### src/rtl/polar_pkg.sv
// Shared constants, the atan table and the FSM state type for polar_to_rect.
package polar_pkg;

    localparam int ANGLE_W = 16;
    localparam int ABS_W   = 8;
    localparam int OUT_W   = 9;

    localparam logic signed [ANGLE_W-1:0] PI_Q13      = 16'sd25736;
    localparam logic signed [ANGLE_W-1:0] HALF_PI_Q13 = 16'sd12868;

    localparam int K_Q16 = 39797;

    localparam logic signed [ANGLE_W-1:0] ATAN_LUT [0:13] = '{
        16'sd6434, 16'sd3798, 16'sd2007, 16'sd1019, 16'sd511, 16'sd256, 16'sd128,
        16'sd64,   16'sd32,   16'sd16,   16'sd8,    16'sd4,   16'sd2,   16'sd1
    };

    typedef enum logic [1:0] {
        ST_IDLE  = 2'd0,
        ST_PRE   = 2'd1,
        ST_ITER  = 2'd2,
        ST_SCALE = 2'd3
    } state_t;

    // Clamp an incoming phase to [-pi, +pi] so the quadrant fold stays valid.
    function automatic logic signed [ANGLE_W-1:0] sat_angle(input logic signed [ANGLE_W-1:0] a);
        if (a > PI_Q13)
            return PI_Q13;
        else if (a < -PI_Q13)
            return -PI_Q13;
        else
            return a;
    endfunction

endpackage

### src/rtl/polar_to_rect_rot_step.sv
// One combinational CORDIC rotation-mode micro-step with a run-time shift amount.
module cordic_rot_step
    import polar_pkg::*;
#(
    parameter int XW = 15
) (
    input  logic signed [XW-1:0]      i_x,
    input  logic signed [XW-1:0]      i_y,
    input  logic signed [ANGLE_W-1:0] i_z,
    input  logic        [3:0]         i_shift,
    output logic signed [XW-1:0]      o_x,
    output logic signed [XW-1:0]      o_y,
    output logic signed [ANGLE_W-1:0] o_z
);

    logic signed [XW-1:0]      w_xs;
    logic signed [XW-1:0]      w_ys;
    logic signed [ANGLE_W-1:0] w_atan;
    logic                      w_neg;

    assign w_xs  = i_x >>> i_shift;
    assign w_ys  = i_y >>> i_shift;
    assign w_neg = i_z[ANGLE_W-1];

    // Table lookup; shift values past the table end never occur for legal ITER.
    always_comb begin
        w_atan = '0;
        if (i_shift <= 4'd13)
            w_atan = ATAN_LUT[i_shift];
    end

    // Rotate toward z = 0: d = +1 for non-negative z, -1 otherwise.
    always_comb begin
        if (w_neg) begin
            o_x = i_x + w_ys;
            o_y = i_y - w_xs;
            o_z = i_z + w_atan;
        end else begin
            o_x = i_x - w_ys;
            o_y = i_y + w_xs;
            o_z = i_z - w_atan;
        end
    end

endmodule

### src/rtl/polar_to_rect.sv
// Iterative rotation-mode CORDIC: (magnitude, phase) -> (real, imag).
//
//  state    | meaning
//  ---------+-----------------------------------------------------------
//  ST_IDLE  | ready; capture abs and saturated phase on val_i
//  ST_PRE   | quadrant fold into +-pi/2, load x/y with guard bits
//  ST_ITER  | ITER micro-rotations through the shared rot step
//  ST_SCALE | gain compensation, saturate, register outputs, pulse val_o
module polar_to_rect
    import polar_pkg::*;
#(
    parameter int ITER = 12,
    parameter int GW   = 4
) (
    input  logic                      clk,
    input  logic                      rst,
    input  logic        [ABS_W-1:0]   abs_i,
    input  logic signed [ANGLE_W-1:0] angle_i,
    input  logic                      val_i,
    output logic                      rdy_o,
    output logic signed [OUT_W-1:0]   real_o,
    output logic signed [OUT_W-1:0]   imag_o,
    output logic                      val_o
);

    localparam int XW = 11 + GW;
    localparam int PW = XW + 17;
    localparam logic signed [PW-1:0] K_EXT = PW'(K_Q16);
    localparam logic signed [PW-1:0] RND   = PW'(1) <<< (15 + GW - 1);
    localparam logic [3:0] LAST_ITER = 4'(ITER - 1);

    state_t                    r_state;
    logic        [ABS_W-1:0]   r_abs;
    logic signed [XW-1:0]      r_x;
    logic signed [XW-1:0]      r_y;
    logic signed [ANGLE_W-1:0] r_z;
    logic        [3:0]         r_iter;
    logic                      r_rdy;
    logic                      r_val;
    logic signed [OUT_W-1:0]   r_real;
    logic signed [OUT_W-1:0]   r_imag;

    logic signed [XW-1:0]      w_x_n;
    logic signed [XW-1:0]      w_y_n;
    logic signed [ANGLE_W-1:0] w_z_n;
    logic signed [XW-1:0]      w_abs_sh;
    logic signed [PW-1:0]      w_px;
    logic signed [PW-1:0]      w_py;

    cordic_rot_step #(.XW(XW)) u_step (
        .i_x     (r_x),
        .i_y     (r_y),
        .i_z     (r_z),
        .i_shift (r_iter),
        .o_x     (w_x_n),
        .o_y     (w_y_n),
        .o_z     (w_z_n)
    );

    assign w_abs_sh = $signed({{(XW-ABS_W){1'b0}}, r_abs}) <<< GW;
    assign w_px     = ($signed({{17{r_x[XW-1]}}, r_x}) * K_EXT + RND) >>> (16 + GW);
    assign w_py     = ($signed({{17{r_y[XW-1]}}, r_y}) * K_EXT + RND) >>> (16 + GW);

    function automatic logic signed [OUT_W-1:0] sat_out(input logic signed [PW-1:0] v);
        if (v > PW'(255))
            return 9'sd255;
        else if (v < -PW'(256))
            return -9'sd256;
        else
            return v[OUT_W-1:0];
    endfunction

    // Sequencer and datapath registers; reset discards any sample in flight.
    always_ff @(posedge clk) begin
        if (rst) begin
            r_state <= ST_IDLE;
            r_abs   <= '0;
            r_x     <= '0;
            r_y     <= '0;
            r_z     <= '0;
            r_iter  <= '0;
            r_rdy   <= 1'b1;
            r_val   <= 1'b0;
            r_real  <= '0;
            r_imag  <= '0;
        end else begin
            r_val <= 1'b0;
            case (r_state)
                ST_IDLE: begin
                    if (val_i) begin
                        r_abs   <= abs_i;
                        r_z     <= sat_angle(angle_i);
                        r_rdy   <= 1'b0;
                        r_state <= ST_PRE;
                    end
                end
                ST_PRE: begin
                    if (r_z > HALF_PI_Q13) begin
                        r_x <= '0;
                        r_y <= w_abs_sh;
                        r_z <= r_z - HALF_PI_Q13;
                    end else if (r_z < -HALF_PI_Q13) begin
                        r_x <= '0;
                        r_y <= -w_abs_sh;
                        r_z <= r_z + HALF_PI_Q13;
                    end else begin
                        r_x <= w_abs_sh;
                        r_y <= '0;
                    end
                    r_iter  <= '0;
                    r_state <= ST_ITER;
                end
                ST_ITER: begin
                    r_x    <= w_x_n;
                    r_y    <= w_y_n;
                    r_z    <= w_z_n;
                    r_iter <= r_iter + 4'd1;
                    if (r_iter == LAST_ITER)
                        r_state <= ST_SCALE;
                end
                ST_SCALE: begin
                    r_real  <= sat_out(w_px);
                    r_imag  <= sat_out(w_py);
                    r_val   <= 1'b1;
                    r_rdy   <= 1'b1;
                    r_state <= ST_IDLE;
                end
                default: begin
                    r_state <= ST_IDLE;
                    r_rdy   <= 1'b1;
                end
            endcase
        end
    end

    assign rdy_o  = r_rdy;
    assign val_o  = r_val;
    assign real_o = r_real;
    assign imag_o = r_imag;

endmodule

### config.mk
export PLATFORM = sky130hd
export DESIGN_NAME = polar_to_rect
export DESIGN_NICKNAME = d
export VERILOG_FILES = /design/src/rtl/polar_pkg.sv /design/src/rtl/polar_to_rect_rot_step.sv /design/src/rtl/polar_to_rect.sv
export SDC_FILE = /design/constraint.sdc
export NUM_CORES = 1
export LEC_CHECK = 0
export CAP_MARGIN = 10
export CORE_MARGIN = 2
export CORE_UTILIZATION = 55
export CTS_BUF_LIST = sky130_fd_sc_hd__clkbuf_4 sky130_fd_sc_hd__clkbuf_8
export DETAILED_ROUTE_END_ITERATION = 7
export HOLD_SLACK_MARGIN = 0.15
export MAX_ROUTING_LAYER = met4
export PLACE_DENSITY = 0.73
export SYNTH_ARGS = -nofsm -noshare
export SYNTH_HDL_FRONTEND = slang
export SYNTH_SLANG_ARGS = --single-unit
export TNS_END_PERCENT = 20
### constraint.sdc
create_clock -name clk -period 13.15 [get_ports clk]
set_input_delay 1.315 -clock clk [delete_from_list [all_inputs] [get_ports clk]]
set_output_delay 1.315 -clock clk [all_outputs]
set_load 0.1 [all_outputs]
Yosys cells after proc, flatten, opt, wreduce, memory -nomap -nowiden
Memories as Yosys holds them, arrays and structs flattened.
Index checks and enable logic that the tools add are counted.
{"block": "totals", "register_bits": 80, "mem_bits_ro": 256, "input_bits": 27, "output_inout_bits": 20, "wordCells": 82, "mem_count": 1}
{"block": "classes", "n_addsub": 12, "mul": 2, "n_lt_le_gt_ge": 10, "n_eq_ne": 7, "shift": 2, "n_mux": 29, "n_bitwise": 1, "n_reduce_logical": 8}
{"memory": "(name not given)", "depth": 16, "width": 16, "read_ports": 1, "rd_ports_with_merged_regs": 0, "wr": 0, "line_no": "polar_to_rect_rot_step.sv:29", "text": "w_atan = ATAN_LUT[i_shift];"}
{"operator": "two-way mux 16 bit", "n": 9}
{"operator": "adder 32 x 20 -> 32 bit, second input constant", "n": 2}
{"operator": "multiplier 15 x 17 -> 32 bit, second input constant", "n": 2}
{"operator": "two-way mux 15 bit", "n": 4}
{"operator": "one-hot mux 15 bit (2 select lines)", "n": 2}
{"operator": "one-hot mux 16 bit (3 select lines)", "n": 1}
{"operator": "two-way mux 9 bit", "n": 4}
{"operator": "adder 15 bit", "n": 2}
{"operator": ">>> shifter 15 x 4 -> 15 bit", "n": 2}
{"operator": "subtractor 15 bit", "n": 2}
{"operator": "> comparator 12 x 9 -> 1 bit, second input constant", "n": 2}
{"operator": "less-than comparator 12 x 9 -> 1 bit, second input constant", "n": 2}
{"operator": "two-way mux 12 bit", "n": 2}
{"operator": "adder 16 x 15 -> 16 bit, second input constant", "n": 1}
{"operator": "adder 16 bit", "n": 1}
{"operator": "> comparator 16 x 15 -> 1 bit, second input constant", "n": 1}
{"operator": "> comparator 16 bit, second input constant", "n": 1}
{"operator": "less-than comparator 16 x 15 -> 1 bit, second input constant", "n": 1}
{"operator": "less-than comparator 16 bit, second input constant", "n": 1}
{"operator": "subtractor 16 x 15 -> 16 bit, second input constant", "n": 1}
{"operator": "subtractor 16 bit", "n": 1}
{"operator": "negator 12 -> 15 bit", "n": 1}
{"operator": "one-hot mux 2 bit (4 select lines)", "n": 1}
{"operator": "one-hot mux 4 bit (2 select lines)", "n": 1}
{"operator": "other kinds (17)", "n": 24}

Longest topological paths before layout
Gate-level depths: netlist of the first run.
{"block": "depth", "word_depth": 8, "ltp_mapped": 23, "mapped_depth_nobuf": 22}

Hierarchy
A second synthesis of the first run with hierarchy kept.
{"block": "unflattened", "hier_cells": 1967, "area_unflattened_um2": 17400.4}
{"mod": "polar_to_rect", "n_inst": 1, "cells_each": 1399, "area_per_inst_um2": 13018.7, "seq_area_each_um2": 1601.5}
{"mod": "cordic_rot_step", "n_inst": 1, "cells_each": 568, "area_per_inst_um2": 4381.7, "seq_area_each_um2": 0.0}

Worst setup path after synthesis of the first run
OpenSTA, ideal clock, no wires.
{"block": "synth_path", "path_kind": "register to register", "start": "register r_x[4]", "end": "register r_real[1], in the netlist real_o[1]", "setup_time_ps": 86, "arrival_time_ps": 6121, "t_required_ps": 13064, "slack_ps": 6944, "path_stages_with_launch": 23, "n_path_buf": 0, "period_less_slack_ps": 6206, "path_cell_list": "dfxtp_1 -> inv_1 -> ha_1 -> inv_1 -> fa_1 -> fa_1 -> inv_1 -> fa_1 -> inv_1 -> fa_1 -> inv_1 -> fa_1 -> inv_1 -> ha_1 -> a211oi_1 -> o211ai_1 -> a22o_1 -> a21oi_1 -> o211ai_1 -> a311oi_1 -> xor2_1 -> a21oi_1 -> a211oi_1"}
{"block": "synth_between", "elab_chain_cells": 5, "word_cells_on_any_way": 6, "cone_classes": "add/sub: 1; mul: 1; order compare: 2; mux: 2"}
{"item": "start: declaration", "line_no": "polar_to_rect.sv:34", "text": "logic signed [XW-1:0] r_x;"}
{"item": "start signal: assignment", "line_no": "polar_to_rect.sv:107", "text": "r_x <= w_abs_sh;"}
{"item": "start signal: assignment", "line_no": "polar_to_rect.sv:114", "text": "r_x <= w_x_n;"}
{"item": "multiplier 15 x 17 -> 32 bit (*)", "line_no": "polar_to_rect.sv:61", "text": "assign w_px = ($signed({{17{r_x[XW-1]}}, r_x}) * K_EXT + RND) >>> (16 + GW);"}
{"item": "adder 32 x 20 -> 32 bit (*)", "line_no": "polar_to_rect.sv:61"}
{"item": "less-than comparator 12 x 9 -> 1 bit", "line_no": "polar_to_rect.sv:67", "text": "else if (v < -PW'(256))"}
{"item": "two-way mux 9 bit", "line_no": "polar_to_rect.sv:67"}
{"item": "two-way mux 9 bit (*)", "line_no": "polar_to_rect.sv:65", "text": "if (v > PW'(255))"}
{"item": "end signal: assignment", "line_no": "polar_to_rect.sv:122", "text": "r_real <= sat_out(w_px);"}
{"item": "end: declaration", "line_no": "polar_to_rect.sv:40", "text": "logic signed [OUT_W-1:0] r_real;"}
Every way passes the cells marked *; elsewhere a longest branch is shown, timed or not.
A chain may end at the register's enable or synchronous reset.

Worst setup path after layout of the first run
{"block": "layout_path", "start": "register r_x[4]", "end": "register r_real[0], in the netlist real_o[0]"}
The elaborated chain is that of the path after synthesis.

==> results of run 1 <==
[path summary, 6_finish.rpt]
kind | startpoint | to | cells after the start
max reg2reg | r_x[4] | real_o[0] | 22
min reg2reg | real_o[8] | real_o[8] | 2
min | real_o[8] | real_o[8] | 2
max | r_x[4] | real_o[0] | 22
[worst min-delay path, delay by kind of cell, from the launching register on]
kind	cells	cell delay, ps
AO/OA/AOI/OAI	1	50
AND/OR/NAND/NOR	1	60
flip-flops	1	320
[power breakdown]
part / internal (uW) / switching, uW / total, uW / leakage (uW)
Combinational: 1720 / 2450 / 4170 / 0.00835
Sequential: 299 / 134 / 433 / 0.000655
Clock: 96.4 / 115 / 212 / 0.000100
[cell usage in the layout (no fill, tap or decap), drive strengths merged, types with 28 or more instances in the layout]
cell type	instances
a211oi	40
a21o	28
a21oi	109
a31oi	28
clkdlybuf4s50	45
dfxtp	80
fa	183
ha	298
inv	329
nand2	102
nand3	40
nor2	137
nor3	35
o21ai	74
xnor2	53
xor2	39
[per-layer routing]
metal / vias up / part of all wire [%]
met1: 6991 / 45
met2: 463 / 47
met3: 85 / 5.5
li1: 6796 / -
met5: - / 0
met4: 0 / 2.8
[logic make-up (layout without fill, tap and decap cells)]
kind of cell    count (synthesis)  count (layout)  synth area share [%]
compound gates                425             425                  16.5
xor+xnor                       92              92                  4.71
buf+inv                       394             407                  8.92
mux                            61              61                  5.56
simple gates                  424             424                  11.8
fa+ha+maj                     481             481                  43.2
flops                          80              80                  9.36
[metrics by stage]
stage / hold WS, ps / instance area [sq um] / util [%] / instances
CTS: 475 / 18100 / 59.2 / 2366
detailed placement: 460 / 17900 / 58.5 / 2350
finish: 472 / 18100 / 59.2 / 2366
global placement: 454 / 17900 / 58.5 / 2350
global route: 494 / 18100 / 59.2 / 2366
floorplan: 474 / 17100 / - / 1957
[cell type report]
class                      count  area share, %
clock inverter                 5          0.345
tap                          396           2.74
multi-input combinational   1483           77.3
inverter                     329           6.82
sequential                    80           8.86
clock buffer                  11          0.802
timing repair buffer          62           3.18
[sequential cells by signal, summed over array words and instances, names as in the netlist]
signal   count
r_y         15
val_o        1
imag_o       9
r_z         16
r_state      2
r_abs        8
real_o       9
rdy_o        1
r_x         15
r_iter       4
==> flow_summary.toml, run 1 <==
[global_route]
grt_util_met1_pct = 39.3
grtUsageMet3_pct = 3.64
grt_pass1_wl_microns = 74000
busiest_layer = "met2"
antenna_found_initial = 0
grt_use_total_pct = 29.0
use_met2_pct = 45.6
grt_max_degree = 47
first_global_vias = 14100
grt-ovfl-total = 0

[worst_setup_path]
critPathMaxFanout = 11
crit_path_top_delay_cell = "dfxtp_1"
r2r_slack_ps = 5990
worstPathRequired_ps = 13480
crit_chain = "inv_1 -> ha_1 -> inv_1 -> fa_1 -> fa_1 -> inv_1 -> fa_1 -> inv_1 -> fa_1 -> inv_1 -> fa_1 -> inv_1 -> ha_1 -> a211oi_1 -> o211ai_1 -> a22o_1 -> a21oi_1 -> o211ai_1 -> a311oi_1 -> xor2_1 -> a21oi_1 -> a211oi_1"
cp_slowest_stage_delay_ps = 590
crit_top_cell = "inv_1"
end_kind = "register"
cpLargestDelayFamily = "adder cells"
cp.buffers_inverters = 6
worst_setup_path_start_kind = "register"
critical_path_class = "reg2reg"
cp.arrival_ps = 7480

[place]
port_buffers = 46
place_congestion = 1.03
dp_hpwl_microns = 35700
dpl_worst_slack_ps = 5980

[layout]
layout-area-overhead-vs-synth_pct = 5.78
drive_gt1_share_pct = 4.47
seqCellArea_sq_um = 1600
fin_nets = 2473
multi_input_comb_area_sq_um = 14000
fillers = 2742
diodes = 0

[sta]
skew_ps = 24.2
fin_ws_ps = 5990
tns_ps = 0
drv_slew = 0
hold_violations = 0
post-route-min-period_ps = 7160
tightest_slew_ps = 1130
post-route-period-util_pct = 54.4
slew_headroom_pct = 23.9
setup_viol = 0
rsz0062_at_grt = "false"
fmax_mhz = 140

[clock_tree]
max-clock-path-buffers = 2
cts_buffers = 9
root_buffer = "clkbuf_8"
clkTransAtPathRegs_ps = 100
cts_sinks = 80
cts-htree-levels = 3
cts_hold_buf = 0
clk_latency_ps = 420
cts_tree = "yes"
cts_resized = 0
cts_setup_buffers = 0

[yosys]
ys_top_cells_by_area = "ha_1 (22%), fa_1 (21%), dfxtp_1 (9.4%), inv_1 (7.1%), mux4_2 (3.3%)"
syn_inst = 1957
synth_most_common_cell = "inv_1"
synth_edf_count = 0
synth_top_area_share_pct = 21.8
syn_area_per_cell_sq_um = 8.75
netlist_top_cells_count = "inv_1 (323), ha_1 (298), fa_1 (183), nor2_1 (137), a21oi_1 (109)"
synth_top_cell_by_area = "ha_1"
synth_nets = 2465
ys_ff_latch = 80
syn-cell-area_sq_um = 17100
ys.flop_type = "dfxtp_1"
synthArstFlopShare_pct = 0
ys_warn_count = 0
yosysSeqAreaShare_pct = 9.36
synthDistinctLibCells = 79

[pwr]
ir_worst_vdd_mv = 0.464
p_total_uw = 4810
leakage_uw = 0.00910
power_density_nw_per_um2 = 266

[run_status]
run_status = "finished, final reports clean"

[die]
core_sq_um = 30600
row_count = 64
die_area_sq_um = 32500
fp.dieH_microns = 180
die_x_microns = 180
pin_count = 47
initial_core_util_pct = 56.0

[drt]
routed_wl_microns = 44700
first_pass_iters = 6
vias = 14300
ant_nets = 0
drc_errors = 0
wl_per_cell_microns = 18.9
drt-initial-drc-count = 1048
via_per_inst = 6.06

[run]
drv_cap = 0

[worst_hold_path]
holdCritPathClass = "reg2reg"
No activity file was read; power rests on OpenSTA's default activity.
==> inputs of run 2 (changes only) <==
--- a/config.mk
+++ b/config.mk
@@ -12,7 +12,7 @@
 export DETAILED_ROUTE_END_ITERATION = 7
 export HOLD_SLACK_MARGIN = 0.15
 export MAX_ROUTING_LAYER = met4
-export PLACE_DENSITY = 0.73
+export PLACE_DENSITY = 0.76
 export SYNTH_ARGS = -nofsm -noshare
 export SYNTH_HDL_FRONTEND = slang
 export SYNTH_SLANG_ARGS = --single-unit
==> constraint.sdc (replaced) <==
create_clock -name clk -period 5.9 [get_ports clk]
set_input_delay 0.59 -clock clk [delete_from_list [all_inputs] [get_ports clk]]
set_output_delay 0.59 -clock clk [all_outputs]
set_load 0.1 [all_outputs]
==> flow_summary.toml, run 2 (synthesized netlist as in run 1, its figures left out) <==
[global_route]
grt-ovfl-total = 0
grt_use_total_pct = 28.8
first_global_vias = 14700
grt_max_degree = 54
antenna_found_initial = 0
grt_pass1_wl_microns = 74200

[sta]
setup_viol = 3
fin_ws_ps = -4.48
rsz0062_at_grt = "true"
post-route-min-period_ps = 5900
tightest_slew_ps = 1060
post-route-period-util_pct = 100
tns_ps = -8.45
skew_ps = 15.0
hold_violations = 0
drv_slew = 0
slew_headroom_pct = 29.3
fmax_mhz = 169

[run_status]
run_status = "complete, but fails checks"
violations = "setup timing"

[drt]
wl_per_cell_microns = 18.4
drc_errors = 0
drt-initial-drc-count = 1101
via_per_inst = 5.97
routed_wl_microns = 45200
first_pass_iters = 5
vias = 14700
ant_nets = 0

[worst_hold_path]
min_to = "real_o[8]"
hold_depth = 2
holdCritPathClass = "reg2reg"
min_from = "real_o[8]"

[worst_setup_path]
critical_path_class = "reg2reg"
cp.arrival_ps = 6170
reg2reg_depth = 23
worstPathRequired_ps = 6170
worst_setup_path_start_kind = "register"
rr_startpoint = "r_x[4]"
r2r_slack_ps = -4
critPathMaxFanout = 8
r2r_end = "real_o[3]"
end_kind = "register"

[layout]
final_common_cell = "inv_1"
largest_register_ffs = 16
layout-area-overhead-vs-synth_pct = 13.1
seqCellArea_sq_um = 1650
final_cell_area_sq_um = 19400
multi_input_comb_area_sq_um = 14400
drive_gt1_share_pct = 13.1
final_cell_mix = "inv_1 (316), ha_1 (281), fa_1 (179)"
diodes = 0
top_register = "r_z"
fillers = 2569
fin_nets = 2569
reg_top3 = "r_z (16), r_x (15), r_y (15)"

[place]
port_buffers = 46
dpl_worst_slack_ps = -462
place_area_sq_um = 18600
dp_hpwl_microns = 36600
place_congestion = 0.973

[clock_tree]
cts_hold_buf = 0
root_buffer = "clkbuf_8"
cts_buffers = 9
cts-htree-levels = 3
clkTransAtPathRegs_ps = 90
cts_tree = "yes"
cts_sinks = 80
clk_latency_ps = 420
max-clock-path-buffers = 2

[die]
row_count = 64
die_x_microns = 180
die_area_sq_um = 32500
initial_core_util_pct = 56.0
core_sq_um = 30600
pin_count = 47
fp.dieH_microns = 180

[pwr]
p_int_uw = 5170
leakage_uw = 0.00960
ir_worst_vdd_mv = 1.09
switching_power_uw = 6330
seq_power_share_pct = 8.0
clockPowerShare_pct = 4.4
power_density_nw_per_um2 = 594
comb_power_share_pct = 87.6
switching_share_pct = 55.1

[run]
drv_cap = 0
## run 2: cell count changes in the layout (fill, tap and decap cells not counted), sizes merged
cell,change
bufinv,+1
clkinv,+2
clkinvlp,-1
clkbuf,-2
buf,+96
## run 2: power groups by stage
| stage | combinational (uW) | sequential, uW | clock, uW |
|---|---|---|---|
| finish | 10100 | 922 | 504 |
| global route | 11400 | 943 | 530 |
| CTS | 9740 | 899 | 518 |
| detailed placement | 9490 | 908 | 0 |
| global placement | 9190 | 901 | 0 |
| floorplan | 7010 | 1010 | 0 |
## run 2: final cells by class
type / count / area share (%)
inverter: 329 / 6.38
tap: 396 / 2.56
timing repair buffer: 158 / 6.90
sequential: 80 / 8.54
clock inverter: 7 / 0.530
clock buffer: 9 / 0.640
multi-input combinational: 1483 / 74.4
## run 2: timing repair
action,in CTS,in global routing
cloned,1,0
setup buffers,3,4
pin swaps,17,43
gates resized for setup,40,71
endpoints found under the setup margin,18,17
## run 2: worst max-delay path, stage by stage, from the launching register on
cell	delay [ps]
dfxtp_4	370
buf_4	160
ha_4	260
fa_1	530
inv_1	50
fa_1	490
inv_1	40
fa_1	460
fa_1	540
inv_1	50
fa_1	530
inv_1	40
ha_1	300
o2111ai_1	120
nor2_1	90
a22o_2	320
a21oi_4	180
o211ai_1	140
buf_4	180
a211oi_1	320
nor4b_2	80
buf_4	170
o211ai_1	210
a211oi_2	100
## run 2: worst max-delay path by stage
stage | slack, ps | from | to
finish | -4 | r_x[4] | real_o[3]
global route | -260 | r_x[4] | real_o[5]
CTS | 6 | r_x[4] | real_o[5]
detailed placement | -460 | r_y[4] | imag_o[1]
global placement | -180 | r_y[4] | imag_o[2]
floorplan | -40 | r_x[3] | real_o[1]
## run 2: per-layer routing
layer  global-route usage (%)  wire (microns)  up-vias
met3                     3.62            2400       81
met4                     9.23            1360        0
met1                     37.8           19600     7175
met2                     46.5           21900      454
li1                         -               -     6999
met5                        -               0        -
## run 2: metrics by stage
step	utilization (%)	std cells	total power [uW]	hold WS, ps
final	63.3	2462	11500	500
after global routing	63.3	2462	12900	519
after CTS	62.2	2458	11200	499
after detailed placement	60.8	2438	10400	484
after global placement	60.8	2438	10100	476
after floorplan	-	1957	8020	474
==> patch (config.mk and constraints of run 2) <==
Re-encode `state_t` (4 states) as Gray code, 2 bits wide.
--- a/src/rtl/polar_pkg.sv
+++ b/src/rtl/polar_pkg.sv
@@ -16,10 +16,10 @@
     };
 
     typedef enum logic [1:0] {
-        ST_IDLE  = 2'd0,
-        ST_PRE   = 2'd1,
-        ST_ITER  = 2'd2,
-        ST_SCALE = 2'd3
+        ST_IDLE  = 2'b00,
+        ST_PRE   = 2'b01,
+        ST_ITER  = 2'b11,
+        ST_SCALE = 2'b10
     } state_t;
 
     // Clamp an incoming phase to [-pi, +pi] so the quadrant fold stays valid.
Check against the original RTL: same outputs for any inputs over 10 cycles, from zero or initial values and one cycle with rst high; not proved beyond that.
==> patch against run 2 <==
- the flow now stops in 5_2_route
- synthesized area decreased by 1.5%
==> patch: results (changes against run 2) <==
primary flip-flop cell chosen by synthesis mapping=sky130_fd_sc_hd__dfxtp_1; estimated wirelength of the detail-placed design=35.5 mm (-2.9%); via count of the first global-routing pass=15.0k (+2.2%); Cell Rows=64 (unchanged); portion of synthesized cell area occupied by the leading cell type=0.221 (+0.00325); clock tree root buffer cell=sky130_fd_sc_hd__clkbuf_8; Async SR Flop Fraction=0 (unchanged); pin count of the biggest net entering global routing=88 (+63%); Tool Error=[ERROR DRT-0255] Maze Route cannot find path of net clk in worker of routeBox ( 144900 0 ) ( 179115 48300 ).; Yosys reg bits=80 (unchanged); kind of endpoint with the least setup slack=register input; top post-synthesis cells by area=sky130_fd_sc_hd__ha_1 22%, sky130_fd_sc_hd__fa_1 22%, sky130_fd_sc_hd__dfxtp_1 9.5%; Setup Slack @ Placement=-0.473 ns (-0.0111 ns); Syn Nets=2,440 (-1.0%); cell types with the highest counts after synthesis=324 x sky130_fd_sc_hd__inv_1, 298 x sky130_fd_sc_hd__ha_1, 183 x sky130_fd_sc_hd__fa_1, 163 x sky130_fd_sc_hd__nor2_1, 107 x sky130_fd_sc_hd__a21oi_1; Global Route Usage Sum=0.298 (+0.00944); I/O Buffers=46 (unchanged); stage at which the flow ended=5_2_route; yosys synthesis warning count=0 (unchanged); Final Wtd Congestion=0.986 (+1.3%); number of buffers created by CTS=9 (unchanged); wire length of the first global-routing pass=73.9 mm (-0.44%); Distinct cells, synth=86 (+8.9%); final worst endpoint reported by repair_timing after global routing=real_o[2]$_SDFFE_PP0P_/D; Max clock buf depth=2 (unchanged); initial antenna violation count=0 (unchanged); sequential fraction of the synthesis area=0.0950 (+0.00140); status=stopped before the end; cell area reported after detailed placement=18,800 um2 (+1.0%); deepest level of the CTS H-tree=3 (unchanged)
patch: cell count changes after synthesis, moves of 9 or more:
| cell | delta |
|---|---|
| sky130_fd_sc_hd__nor2_1 | +26 |
| sky130_fd_sc_hd__nand3_1 | -16 |
| sky130_fd_sc_hd__buf_2 | +14 |
| sky130_fd_sc_hd__clkbuf_1 | -11 |
| sky130_fd_sc_hd__a21o_1 | -10 |
| sky130_fd_sc_hd__a32oi_1 | -9 |
| sky130_fd_sc_hd__mux4_2 | -9 |
patch: logic make-up after synthesis:
| kind of cell | synth area share |
|---|---|
| adder cells (fa/ha/maj) | 0.438 |
| AND/OR/NAND/NOR | 0.118 |
| AO/OA/AOI/OAI | 0.160 |
| buffers and inverters | 0.0919 |
| XOR/XNOR | 0.0509 |
| flip-flops | 0.0950 |
| multiplexers | 0.0460 |
patch: stage by stage:
| step | instances | hold slack, ns |
|---|---|---|
| global route | 2500 | 0.523 |
| CTS | 2494 | 0.497 |
| detailed placement | 2461 | 0.481 |
| global placement | 2461 | 0.477 |
| floorplan | 1932 | 0.474 |
patch: repair_timing:
item	4_1_cts	5_1_grt
endpoints found under the setup margin	18	17
hold buffers	0	0
buffers inserted	17	6
pin swaps	89	28
resized for setup	89	29
patch: layer usage:
metal	track usage
met4	0.101
met2	0.492
met5	-
met1	0.382
met3	0.0322
